**config.mk**
```make
export PLATFORM = sky130hd
export DESIGN_NAME = valid_window_acc_flat
export DESIGN_NICKNAME = d
export VERILOG_FILES = /design/src/rtl/valid_window_acc_if.sv /design/src/rtl/valid_window_acc.sv /design/src/flat_wrapper.sv
export SDC_FILE = /design/constraint.sdc
export NUM_CORES = 1
export LEC_CHECK = 0
export CAP_MARGIN = 0
export CORE_AREA = 2 2 171 173
export DETAILED_ROUTE_END_ITERATION = 16
export DIE_AREA = 0 0 173 175
export HOLD_SLACK_MARGIN = 0.08
export PLACE_DENSITY = 0.55
export RECOVER_POWER = 50
export REMOVE_ABC_BUFFERS = 1
export SYNTH_ARGS = -nofsm -noshare
export SYNTH_HDL_FRONTEND = slang
export SYNTH_SLANG_ARGS = --single-unit
```
**constraint.sdc**
```tcl
create_clock -name clk -period 8 [get_ports clk]
set_input_delay 2.4 -clock clk [delete_from_list [all_inputs] [get_ports clk]]
set_output_delay 2.4 -clock clk [all_outputs]
set_load 0.05 [all_outputs]
```
**src/rtl/valid_window_acc_if.sv**
```systemverilog
// Sample-stream bundle for valid_window_acc: qualified input samples in,
// window sums and current run length out.
interface valid_window_acc_if #(
    parameter int unsigned DW = 32,
    parameter int unsigned N  = 3
);
    localparam int unsigned OW = DW + $clog2(N);
    localparam int unsigned CW = $clog2(N + 1);

    logic          validi;
    logic          mode;
    logic [DW-1:0] data_in;
    logic          valido;
    logic [OW-1:0] data_out;
    logic [CW-1:0] run_len;

    modport master (
        output validi, mode, data_in,
        input  valido, data_out, run_len
    );

    modport slave (
        input  validi, mode, data_in,
        output valido, data_out, run_len
    );
endinterface

```
**src/rtl/valid_window_acc.sv**
```systemverilog
// Windowed accumulator: sums N consecutive valid samples and strobes valido
// with the sum. mode=0 gives non-overlapping windows, mode=1 a sliding window
// that emits once per valid sample after the first N.
module valid_window_acc #(
    parameter int unsigned DW = 32,
    parameter int unsigned N  = 3
) (
    input  logic              clk,
    input  logic              rst,
    valid_window_acc_if.slave bus
);
    localparam int unsigned OW = DW + $clog2(N);
    localparam int unsigned CW = $clog2(N + 1);

    logic [DW-1:0] hist_q [N];
    logic [DW-1:0] hist_d [N];
    logic [CW-1:0] cnt_q, cnt_d;
    logic [OW-1:0] acc_q, acc_d;
    logic [OW-1:0] data_out_q, data_out_d;
    logic          mode_q, mode_d;
    logic          valido_q, valido_d;
    logic          run_break;
    logic [OW-1:0] sum;

    // Next-state: run-break handling, window fill, emit and sliding update.
    always_comb begin
        hist_d     = hist_q;
        cnt_d      = cnt_q;
        acc_d      = acc_q;
        mode_d     = bus.mode;
        valido_d   = 1'b0;
        data_out_d = data_out_q;
        sum        = '0;
        run_break  = !bus.validi || (bus.mode != mode_q);

        if (run_break) begin
            cnt_d = '0;
            acc_d = '0;
            // A mode change with valid data opens a new run on this sample.
            if (bus.validi) begin
                hist_d[0] = bus.data_in;
                for (int unsigned i = 1; i < N; i++) hist_d[i] = hist_q[i-1];
                cnt_d = CW'(1);
                acc_d = OW'(bus.data_in);
            end
        end else if (cnt_q < CW'(N)) begin
            hist_d[0] = bus.data_in;
            for (int unsigned i = 1; i < N; i++) hist_d[i] = hist_q[i-1];
            sum = acc_q + OW'(bus.data_in);
            if (cnt_q == CW'(N - 1)) begin
                valido_d   = 1'b1;
                data_out_d = sum;
                if (mode_q) begin
                    cnt_d = CW'(N);
                    acc_d = sum;
                end else begin
                    cnt_d = '0;
                    acc_d = '0;
                end
            end else begin
                cnt_d = cnt_q + CW'(1);
                acc_d = sum;
            end
        end else begin
            // Full sliding window: drop the oldest sample, add the newest.
            // Intermediate wrap in OW bits cancels; the result is an N-sum.
            sum = acc_q + OW'(bus.data_in) - OW'(hist_q[N-1]);
            hist_d[0] = bus.data_in;
            for (int unsigned i = 1; i < N; i++) hist_d[i] = hist_q[i-1];
            acc_d      = sum;
            valido_d   = 1'b1;
            data_out_d = sum;
        end
    end

    // State registers with synchronous active-low reset.
    always_ff @(posedge clk) begin
        if (!rst) begin
            for (int unsigned i = 0; i < N; i++) hist_q[i] <= '0;
            cnt_q      <= '0;
            acc_q      <= '0;
            mode_q     <= bus.mode;
            valido_q   <= 1'b0;
            data_out_q <= '0;
        end else begin
            for (int unsigned i = 0; i < N; i++) hist_q[i] <= hist_d[i];
            cnt_q      <= cnt_d;
            acc_q      <= acc_d;
            mode_q     <= mode_d;
            valido_q   <= valido_d;
            data_out_q <= data_out_d;
        end
    end

    assign bus.valido   = valido_q;
    assign bus.data_out = data_out_q;
    assign bus.run_len  = cnt_q;
endmodule

```
**src/flat_wrapper.sv**
```systemverilog
// flat-port wrapper written by rule: the top's interface ports become plain ports
module valid_window_acc_flat 
#(
    parameter int unsigned DW = 32,
    parameter int unsigned N  = 3
)
  (clk, rst, bus_validi, bus_mode, bus_data_in, bus_valido, bus_data_out, bus_run_len);
  valid_window_acc_if #(.DW(DW), .N(N)) bus_i ();
  input  logic clk;
  input  logic rst;
  input wire logic [$bits(bus_i.validi)-1:0] bus_validi;
  input wire logic [$bits(bus_i.mode)-1:0] bus_mode;
  input wire logic [$bits(bus_i.data_in)-1:0] bus_data_in;
  output wire logic [$bits(bus_i.valido)-1:0] bus_valido;
  output wire logic [$bits(bus_i.data_out)-1:0] bus_data_out;
  output wire logic [$bits(bus_i.run_len)-1:0] bus_run_len;
  assign bus_i.validi = bus_validi;
  assign bus_i.mode = bus_mode;
  assign bus_i.data_in = bus_data_in;
  assign bus_valido = bus_i.valido;
  assign bus_data_out = bus_i.data_out;
  assign bus_run_len = bus_i.run_len;
  valid_window_acc #(.DW(DW), .N(N)) u_core (.clk(clk), .rst(rst), .bus(bus_i));
endmodule
```
### Word level (Yosys, flattened, before mapping)

Cells that the tools add are included.

| storage, ports and cells | value |
|---|---|
| register bits | 168 |
| logic and storage cells | 39 |
| output and inout port bits | 37 |
| input bits | 36 |

| operators by class | value |
|---|---|
| equal/unequal tests | 4 |
| reductions and logical operators | 5 |
| mux-type cells | 16 |
| bitwise operators | 2 |
| add/sub/neg operators | 3 |
| $lt $le $gt $ge | 1 |

Operators with widths:

| cell | count |
|---|---|
| 34-bit two-way mux | 6 |
| 96-bit two-way mux | 2 |
| 34-bit by 32-bit adder with 34-bit output | 1 |
| 34-bit by 32-bit subtractor with 34-bit output | 1 |
| 32-bit two-way mux | 1 |
| 2-bit two-way mux | 4 |
| 2-bit != test (second input constant) | 2 |
| 1-bit two-way mux | 3 |
| 2-bit by 1-bit adder with 2-bit output (second input constant) | 1 |
| 2-bit == test (second input constant) | 1 |
| 2-bit < comparator (second input constant) | 1 |
| 1-bit inverter | 2 |
| 2-bit AND reduction | 1 |
| 2-bit nonzero test | 1 |
| 2-bit OR reduction | 1 |
| 1-bit logical NOT | 1 |
| 1-bit logical OR | 1 |
| 1-bit != test | 1 |

### Longest topological paths before layout

Gate-level depths: netlist of the first run.

| logic depth | value |
|---|---|
| depth in word-level cells | 5 |
| gate-level depth with buffers | 23 |
| depth with buffers taken out | 22 |

### Least setup slack after synthesis of the first run

No wires, ideal clock.

| timing | value |
|---|---|
| path type | input to register |
| start point | in bus_data_in[0] |
| end point | reg u_core.acc_q[33] |
| arrival | 6.721 ns |
| slack | 1.160 ns |
| stages on the path | 21 |
| path buffers | 0 |
| library setup time | 0.120 ns |
| required time | 7.880 ns |
| path through | ha_1 -> inv_1 -> fa_1 -> and2b_1 -> o31ai_2 -> a21oi_1 -> a221o_1 -> a21boi_0 -> o21ai_0 -> xor2_1 -> ha_1 -> and2_1 -> and3_1 -> a221o_1 -> o2bb2ai_1 -> or3_1 -> nor3b_1 -> o21ai_1 -> o31ai_1 -> and3b_1 -> a211o_1 |

| on the way | value |
|---|---|
| word-level cells in the longest chain between the ends | 5 |
| elaborated cells between the ends (all ways) | 6 |
| classes of those cells | add/sub: 2; mux: 4 |

RTL lines:

| item | line | text |
|---|---|---|
| from (decl) | flat_wrapper.sv:13 | `input wire logic [$bits(bus_i.data_in)-1:0] bus_data_in;` |
| 34-bit by 32-bit adder with 34-bit output * | valid_window_acc.sv:49, valid_window_acc.sv:67 |  |
| branches (longest 2 deep; another with 34-bit by 32-bit subtractor with 34-bit output) | n/a |  |
| 34-bit two-way mux * | valid_window_acc.sv:46 | `end else if (cnt_q < CW'(N)) begin` |
| 34-bit two-way mux * | valid_window_acc.sv:36 | `if (run_break) begin` |
| to (signal assigned) | valid_window_acc.sv:81 | `acc_q <= '0;` |
| to (signal assigned) | valid_window_acc.sv:88 | `acc_q <= acc_d;` |
| to (decl) | valid_window_acc.sv:18 | `logic [OW-1:0] acc_q, acc_d;` |

Every way passes the cells marked *.
A chain may end at the register's enable or synchronous reset.

### Final worst setup path of the first run

Same ends and word-level chain as after synthesis.

==> results of run 1 <==
[report_power, final]
part,internal (mW),switching (mW)
sequential,0.868,0.0149
combinational,0.263,0.402
clock,0.553,0.371
total,1.68,0.788
[registers in the layout (all words and copies together) (netlist names)]
signal               count
u_core.mode_q            1
u_core.bus.data_out     34
u_core.bus.run_len       2
u_core.bus.valido        1
u_core.acc_q            34
u_core.hist_q           96
[area by class of cell]
class                           instances  area (um2)  area share (%)
Clock buffer                           20       466.7           4.036
Clock inverter                         12       186.4           1.612
Inverter                               57       215.2           1.861
Multi-Input combinational cell        916        6028           52.13
Sequential cell                       168        3363           29.08
Tap cell                              384       480.5           4.155
Timing Repair Buffer                   86       824.5           7.130
[cell usage in the layout (no fill, tap or decap), types with 17 or more instances in the layout]
master | synthesis | layout
o21ai_0 | 76 | 76
a21o_1 | 19 | 19
nor2_1 | 161 | 161
inv_1 | 57 | 56
xnor2_1 | 33 | 33
nor3_1 | 19 | 19
a31oi_1 | 21 | 21
dlygate4sd3_1 | 0 | 37
dfxtp_1 | 168 | 168
nand3_1 | 31 | 31
mux2i_1 | 99 | 99
ha_1 | 64 | 64
nand2_1 | 104 | 104
clkdlybuf4s50_1 | 0 | 34
clkbuf_16 | 0 | 17
a21oi_1 | 94 | 94
[Yosys cell counts, types with 19 or more instances]
master / count
mux2i_1: 99
o21ai_0: 76
nor2_1: 161
dfxtp_1: 168
nor3_1: 19
nand3_1: 31
ha_1: 64
xnor2_1: 33
inv_1: 57
a31oi_1: 21
clkbuf_1: 52
nand2_1: 104
a21oi_1: 94
a21o_1: 19
[through the flow]
stage,area [um2],worst slack [ps],util (%),std cells
after floorplan,9585,1160,-,1141
after global placement,10920,303.4,38.45,1611
after detailed placement,10920,200.5,38.45,1611
after CTS,11570,639.4,40.75,1643
after global routing,11560,281.5,40.73,1643
final,11560,530.8,40.73,1643
[cell families after synthesis]
kind of cell	Yosys count	share of synthesized area (%)
AND/OR/NAND/NOR	376	16.80
AO/OA/AOI/OAI	326	21.19
flip-flops	168	34.21
buffers and inverters	122	4.683
multiplexers	101	10.31
adder cells (fa/ha/maj)	66	8.552
XOR/XNOR	47	4.263
[per-layer routing]
layer | vias to the layer above | share of wire, %
met4 | 0 | 0.87
met5 | - | 0
met3 | 21 | 4.3
met2 | 175 | 45
met1 | 4119 | 50
li1 | 4363 | -
[worst max-delay path: cells and delay by family]
kind,cells,cell delay [ps]
fa+ha+maj,3,770
xor+xnor,1,260
compound gates,10,2420
buf+inv,2,520
simple gates,6,1420
[worst paths after layout]
path	depth (start not counted)	slack (ps)	to
worst min register to register	2	460	u_core.bus.data_out[0]
worst min-delay path	2	460	u_core.bus.data_out[0]
worst max register to register	21	2690	u_core.acc_q[33]
worst max-delay path	22	530	u_core.acc_q[33]
==> metrics.txt, run 1 <==
clock skew=between 10 and 15 ps; met2 usage=30.07%; Tightest Hold Check Type=reg2reg; Filler cells=2969; All-Layer GR Usage=a little under a fifth; max cap viols=2; FP Rows=between 60 and 70; Worst-Skew Late Latency=440 ps; clk slew on worst S/H paths=70 ps; CTS Buf Count=17; fraction of layout cells with a size suffix above 1=5.004%; worst slew pin tran=approximately 1700 ps; startpoint types=input port; Overflow after GRT=0; Achievable Freq=0.1339 GHz; Async SR Flop Fraction=0%; first-pass iteration count of the detailed router=5; Setup crit start=bus_data_in[0]; failing checks=capacitance limit, slew limit; met3 GRT Util=3.264%; fin crit share=93.36%; final setup TNS=0 ps; root buffer cell=clkbuf_16; global-route wire length before repair=about 45000 um; slew margin rel.=-16.03%; initial antenna violation count=0; final WL=27820 um; share of the synthesized area in the top cell type=34.21%; Pwr Density=213.7 nW/um2; CTS tree=yes; P_leak=4.835 nW; setup repair bufs after CTS=0; gr busiest metal=met2; area leader, netlist=dfxtp_1; Worst EP arrival=about 7800 ps; Synth Area per Inst=approximately 8 um2; synth warn=0; Yosys reg bits=around 170; critical path class=in2reg; Cells after Synth=~1200; worst-path fanout max=5; Post-synth EDFFs=0; core area=28390 um2; total power=~2.5 mW; Synth area leaders=dfxtp_1 34%, mux2i_1 10%, ha_1 8.1%; hold path start=u_core.bus.data_out[0]; Critical Path Sink Type=register; hold slack=459.2 ps; Synth cell types=74; Final Hold Viols=0; Final Max Tran Viols=125; hpwl dp=19800 um; DRC Markers=0; cts hold-fix bufs=0; initial core utilization=34.63%; Final setup violation count=0; CTS max path bufs=2; worst path cell trace=clkdlybuf4s50_1 > ha_1 > inv_1 > fa_1 > and2b_1 > o31ai_2 > a21oi_1 > a221o_1 > a21boi_0 > o21ai_0 > xor2_1 > ha_1 > and2_1 > and3_1 > a221o_1 > o2bb2ai_1 > or3_1 > nor3b_1 > o21ai_1 > o31ai_1 > and3b_1 > a211o_1; CP max-delay cell=clkdlybuf4s50_1; data required time of the worst path=8320 ps; CTS H-tree depth=4; peak supply drop=0.1092 mV; routing usage on met1=roughly a quarter; commonest register cell after synthesis=dfxtp_1; DR vias/cell=5.282; final antenna-violating net count=0; r2r startpoint=u_core.acc_q[0]; largest net degree at the start of global routing=76; nets@finish=1348; synthesis-to-layout area growth=17.62%; RSZ-0062 raised after global routing=false; Post-Synthesis Cell Area=9832 um2; slowest cell delay on critical path=450 ps; Final min period=7469 ps; routability congestion estimate=0.9096; Die W=around 170 um; PostCTS Resize Cnt=0; routed len/inst=16.93 um; outcome=finished, violations left; Die ar.=30280 um2; vias in the first global route=8264; Iteration-0 DRC Markers=between 500 and 600; Die Ht=roughly 180 um; Num Clock Sinks=168; PortBufs=72; Seq/Total Area, Yosys=34.21%; Vias=~8700; antenna cells=0; Ports=73
(Power assumes the default switching activity.)
==> inputs of run 2 (changes only) <==
- SLEW_MARGIN: not set -> 0
==> results of run 2 <==
The final DEF is identical to that of run 1; final timing and power are the same.
==> inputs of run 3 (changes only) <==
- CORE_AREA: 2 2 171 173 -> 2 2 185 187
- DIE_AREA: 0 0 173 175 -> 0 0 187 189
- PLACE_DENSITY: 0.55 -> 0.49
==> run 3 against run 2 <==
Compared with the run above: the flow still finishes with violations (capacitance limit, slew limit); critical path depth unchanged; utilization decreased by 6.0 points; die area increased by 17%; combinational power increased by 0.9%; design area about the same; register-to-register slack about the same; clock skew increased by 6.7 ps; worst setup slack improved by 7.5 ps; critical path type unchanged; largest cell class unchanged; highest routed layer unchanged.
==> metrics.txt, run 3 (synthesis gave the netlist of run 1 again) <==
cts hold-fix bufs=0 (unchanged); pre-CTS setup slack=113.7 ps (-86.88 ps); worst-path fanout max=5 (unchanged); P_leak=4.795 nW (-0.82%); dpl cells=1674 (+3.9%); setup repair bufs after CTS=0 (unchanged); fraction of layout cells with a size suffix above 1=4.928% (-0.076 points); global-route wire length before repair=47200 um (+5.7%); DRC Markers=0 (unchanged); peak supply drop=0.1326 mV (+21%); routability congestion estimate=0.8943 (-1.7%); Num Clock Sinks=168 (unchanged); initial core utilization=29.54% (-5.1 points); commonest cells after routing, fill and taps aside=168 x dfxtp_1, 161 x nor2_1, 103 x nand2_1; worst slew pin tran=2125 ps (+394.2 ps); Die ar.=35340 um2 (+17%); CTS tree=yes; initial antenna violation count=0 (unchanged); Top reg by flops=u_core.hist_q; fin crit share=93.27% (-0.094 points); CTS Buf Count=17 (unchanged); Register Area=3363 um2 (unchanged); Tightest Hold Check Type=reg2reg; antenna cells=0 (unchanged); critical path class=in2reg; Final Core Density=34.75% (-6.0 points); All-Layer GR Usage=16.79% (-1.7 points); Vias=8708 (+0.35%); outcome=finished, violations left; first-pass iteration count of the detailed router=5 (unchanged); clock skew=17.33 ps (+6.680 ps); RSZ-0062 raised after global routing=false; clk slew on worst S/H paths=70 ps (about the same); Die W=187 um (+8.1%); Achievable Freq=0.1340 GHz (+0.10%); Overflow after GRT=0 (unchanged); data required time of the worst path=8330 ps (about the same); startpoint types=input port; PostCTS Resize Cnt=0 (unchanged); CTS H-tree depth=4 (unchanged); CTS max path bufs=2 (unchanged); final antenna-violating net count=0 (unchanged); placed inst area=10990 um2 (+0.69%); Worst-Skew Late Latency=450 ps (about the same); vias in the first global route=8561 (+3.6%); max reg flops=96 (unchanged); hpwl dp=20440 um (+3.2%); Ports=73 (unchanged); Final Max Tran Viols=62 (-50%); Worst EP arrival=7790 ps (about the same); PortBufs=72 (unchanged); synthesis-to-layout area growth=17.61% (about the same); final setup TNS=0 ps (unchanged); Final Hold Viols=0 (unchanged); root buffer cell=clkbuf_16; routed len/inst=17.07 um (+0.80%); Final min period=7462 ps (-7.508 ps); Design Area, Final=11560 um2 (about the same); DR vias/cell=5.104 (-3.4%); slew margin rel.=-42.45% (-26 points); Die Ht=189 um (+8.0%); final setup margin=538.3 ps (+7.508 ps); largest net degree at the start of global routing=64 (-16%); Filler cells=3498 (+18%); Multi-input gate area=6031 um2 (about the same); failing checks=capacitance limit, slew limit; Final setup violation count=0 (unchanged); nets@finish=1347 (-0.074%); Pwr Density=207.0 nW/um2 (-3.1%); commonest non-fill, non-tap cell in the layout=dfxtp_1; Layout Cells excl Fill=1706 (+3.8%); final WL=29110 um (+4.7%); max cap viols=1 (-1); Iteration-0 DRC Markers=522 (-12%); core area=33280 um2 (+17%); FP Rows=67 (+8.1%); Critical Path Sink Type=register
[run 3: cell types whose count changed in the layout (fill, tap and decap cells not counted), moves of 2 or more]
cell	previous run	this run
bufinv_16	4	1
inv_6	3	6
clkbuf_8	3	1
clkdlybuf4s50_1	34	32
dlygate4sd3_1	37	39
[run 3: worst max-delay path, cell delays in order]
cell and delay, ps:
clkdlybuf4s50_1 450, ha_1 240, inv_1 80, fa_1 200
and2b_1 210, o31ai_2 290, a21oi_1 170, a221o_1 380
a21boi_0 330, o21ai_0 170, xor2_1 190, ha_1 360
and2_1 230, and3_1 220, nand3_1 160, a211oi_1 500
or3_1 220, nor3b_1 300, o21ai_1 130, o31ai_1 120
nor4_1 110, a311o_1 340
[run 3: final cells by class]
cell class | instances | area share (%)
Multi-Input combinational cell | 916 | 52.15
Clock inverter | 13 | 1.158
Tap cell | 448 | 4.847
Inverter | 57 | 1.861
Sequential cell | 168 | 29.08
Timing Repair Buffer | 85 | 7.066
Clock buffer | 19 | 3.830
[run 3: layer usage]
layer | global-route usage [%] | part of all wire [%] | vias up
met2 | 26.85 | 45 | 161
met4 | 5.006 | 1.6 | 0
met5 | 0 | 0 | -
li1 | - | - | 4374
met1 | 23.35 | 50 | 4148
met3 | 2.502 | 3.4 | 25
[run 3: report_power, final]
group          internal (mW)  leakage (nW)  switching, mW
Clock                  0.446         0.274          0.395
Sequential             0.867          1.37         0.0145
Combinational          0.265          3.15          0.406
Total                   1.58          4.80          0.815
[run 3: worst paths after layout]
kind	startpoint	to	slack (ps)	depth (start not counted)
max	bus_data_in[0]	u_core.bus.data_out[33]	540	22
min reg2reg	u_core.bus.data_out[0]	u_core.bus.data_out[0]	460	2
max reg2reg	u_core.acc_q[0]	u_core.bus.data_out[33]	2680	21
min	u_core.bus.data_out[0]	u_core.bus.data_out[0]	460	2
[run 3: per-stage QoR]
| step | total power, mW | hold WS (ps) |
|---|---|---|
| floorplan | 1.374 | 460.1 |
| global placement | 1.564 | 449.1 |
| detailed placement | 1.565 | 450.6 |
| CTS | 2.409 | 464.5 |
| global route | 2.529 | 484.6 |
| finish | 2.394 | 459.5 |
==> edit (config.mk and constraints of run 1) <==
`N` is set to 3 in 3 places; all go to 2.
--- a/src/rtl/valid_window_acc_if.sv
+++ b/src/rtl/valid_window_acc_if.sv
@@ -2,7 +2,7 @@
 // window sums and current run length out.
 interface valid_window_acc_if #(
     parameter int unsigned DW = 32,
-    parameter int unsigned N  = 3
+    parameter int unsigned N  = 2
 );
     localparam int unsigned OW = DW + $clog2(N);
     localparam int unsigned CW = $clog2(N + 1);
--- a/src/rtl/valid_window_acc.sv
+++ b/src/rtl/valid_window_acc.sv
@@ -3,7 +3,7 @@
 // that emits once per valid sample after the first N.
 module valid_window_acc #(
     parameter int unsigned DW = 32,
-    parameter int unsigned N  = 3
+    parameter int unsigned N  = 2
 ) (
     input  logic              clk,
     input  logic              rst,
--- a/src/flat_wrapper.sv
+++ b/src/flat_wrapper.sv
@@ -2,7 +2,7 @@
 module valid_window_acc_flat 
 #(
     parameter int unsigned DW = 32,
-    parameter int unsigned N  = 3
+    parameter int unsigned N  = 2
 )
   (clk, rst, bus_validi, bus_mode, bus_data_in, bus_valido, bus_data_out, bus_run_len);
   valid_window_acc_if #(.DW(DW), .N(N)) bus_i ();
Ports: changed (resized bus_data_out); port bits go from 73 to 72. The function was not compared with the original's and may differ.
==> edit against run 1 <==
Cell area is 10% lower. Critical endpoint is now u_core.acc_q[30]. Clock power is 15% lower. Sequential cell count is 34 lower. The flow still finishes with violations (capacitance limit, slew limit). Die area stayed put. Power is 9.4% lower. Routed wire length is 3.8% lower. Setup slack better by 0.56 ns. Synthesized area is 12% lower. Largest power group unchanged. Largest cell class unchanged.
==> edit: results (changes against run 1) <==
Outcome - finished with violations (unchanged)
Failing checks - capacitance limit, slew limit (unchanged)
CP max FO - 6 (was 5)
Global routing usage on met3 - 2.894% (was 3.264%)
GR Util met2 - 30.15% (was 30.07%)
DP Cell Count - 1481 (was 1611)
Fill cells - 3043 (was 2969)
Total wire length - 26.76 mm (was 27.82 mm)
Max Cap Viol - 3 (was 2)
Mux share of post-synthesis cell area - 8.598% (was 10.31%)
Layout cells sized above 1 - 6.112% (was 5.004%)
Post-Synth XOR/XNOR Area - 5.756% (was 4.263%)
Synth Instances - 1068 (was 1206)
Pre-CTS WS - 0.7550 ns (was 0.2005 ns)
Clk_skew - 0.01163 ns (was 0.01065 ns)
Max reg flops - 64 (was 96)
Postcts setup bufs - 0 (unchanged)
Synth cell count leaders - dfxtp_1 (134), nor2_1 (124), a21oi_1 (92) (was dfxtp_1 (168), nor2_1 (161), nand2_1 (104))
DRT iter0 DRCs - 489 (was 593)
Vias after detailed routing - 7979 (was 8678)
Post-cts sizing count - 0 (unchanged)
GRT Util Overall - 17.85% (was 18.49%)
Synth Area in Compound Gates - 24.18% (was 21.19%)
Max_slew headroom - -39.49% (was -16.03%)
Antenna fix cells - 0 (unchanged)
Crit path DAT - 7.27 ns (was 7.79 ns)
Nets - 1218 (was 1348)
Hpwl dp - 19.74 mm (was 19.80 mm)
First-pass DRT Iterations - 6 (was 5)
Pin count of the biggest net entering global routing - 46 (was 76)
Met1 global-route usage - 23.67% (was 25.51%)
First-pass GRT wire length - 42.99 mm (was 44.67 mm)
GPL Wtd Cong - 0.9063 (was 0.9096)
Placed cell areas - 9784 um2 (was 10920 um2)
Slew Viols, Final - 89 (was 125)
Vias per cell - 5.274 (was 5.282)
Netlist cell types - 71 (was 74)
Maximum vdd ir drop - 0.0001055 V (was 0.0001092 V)
Max incr delay on CP - 0.53 ns (was 0.45 ns)
Seq/Total Area, Yosys - 30.93% (was 34.21%)
Vias in the first global route - 7859 (was 8264)
-- edit: logic make-up (layout without fill, tap and decap cells) --
family	Yosys count	after routing
DFF	134	134
buffers and inverters	104	165
muxes	74	74
AOI/OAI and AO/OA	316	316
xor gates and xnor gates	57	57
adders and majority gates	66	66
and+or+nand+nor	317	317
-- edit: power breakdown --
part / internal, uW / switching, uW / total (uW)
Sequential: 700 / 15.6 / 716
Clock: 474 / 316 / 790
Combinational: 278 / 455 / 734
Total: 1450 / 787 / 2240
-- edit: worst paths after layout --
kind | end | cells past startpoint | start | slack (ns)
worst max register to register | u_core.acc_q[30] | 19 | u_core.acc_q[1] | 3.33
worst max-delay path | u_core.acc_q[30] | 20 | bus_data_in[1] | 1.09
worst min-delay path | u_core.bus.data_out[18] | 2 | u_core.bus.data_out[18] | 0.46
worst min register to register | u_core.bus.data_out[18] | 2 | u_core.bus.data_out[18] | 0.46
-- edit: final cells by class --
type,count,area [um2],share of cell area (%)
Sequential cell,134,2684,25.92
Inverter,49,183.9,1.776
Tap cell,384,480.5,4.640
Timing Repair Buffer,84,798.3,7.710
Clock inverter,12,127.6,1.233
Multi-Input combinational cell,830,5623,54.31
Clock buffer,20,456.7,4.411
-- edit: layer usage --
metal | wire (um) | part of all wire, %
met5 | 0 | 0
met4 | 399 | 1.5
met3 | 1301 | 4.9
met2 | 12380 | 46
met1 | 12680 | 47
-- edit: per-stage QoR --
step           hold WS [ns]  power [uW]
2_1_floorplan        0.4491        1246
3_3_place_gp         0.4478        1457
3_5_place_dp         0.4550        1458
4_1_cts              0.4632        2252
5_1_grt              0.4763        2360
6_report             0.4584        2239
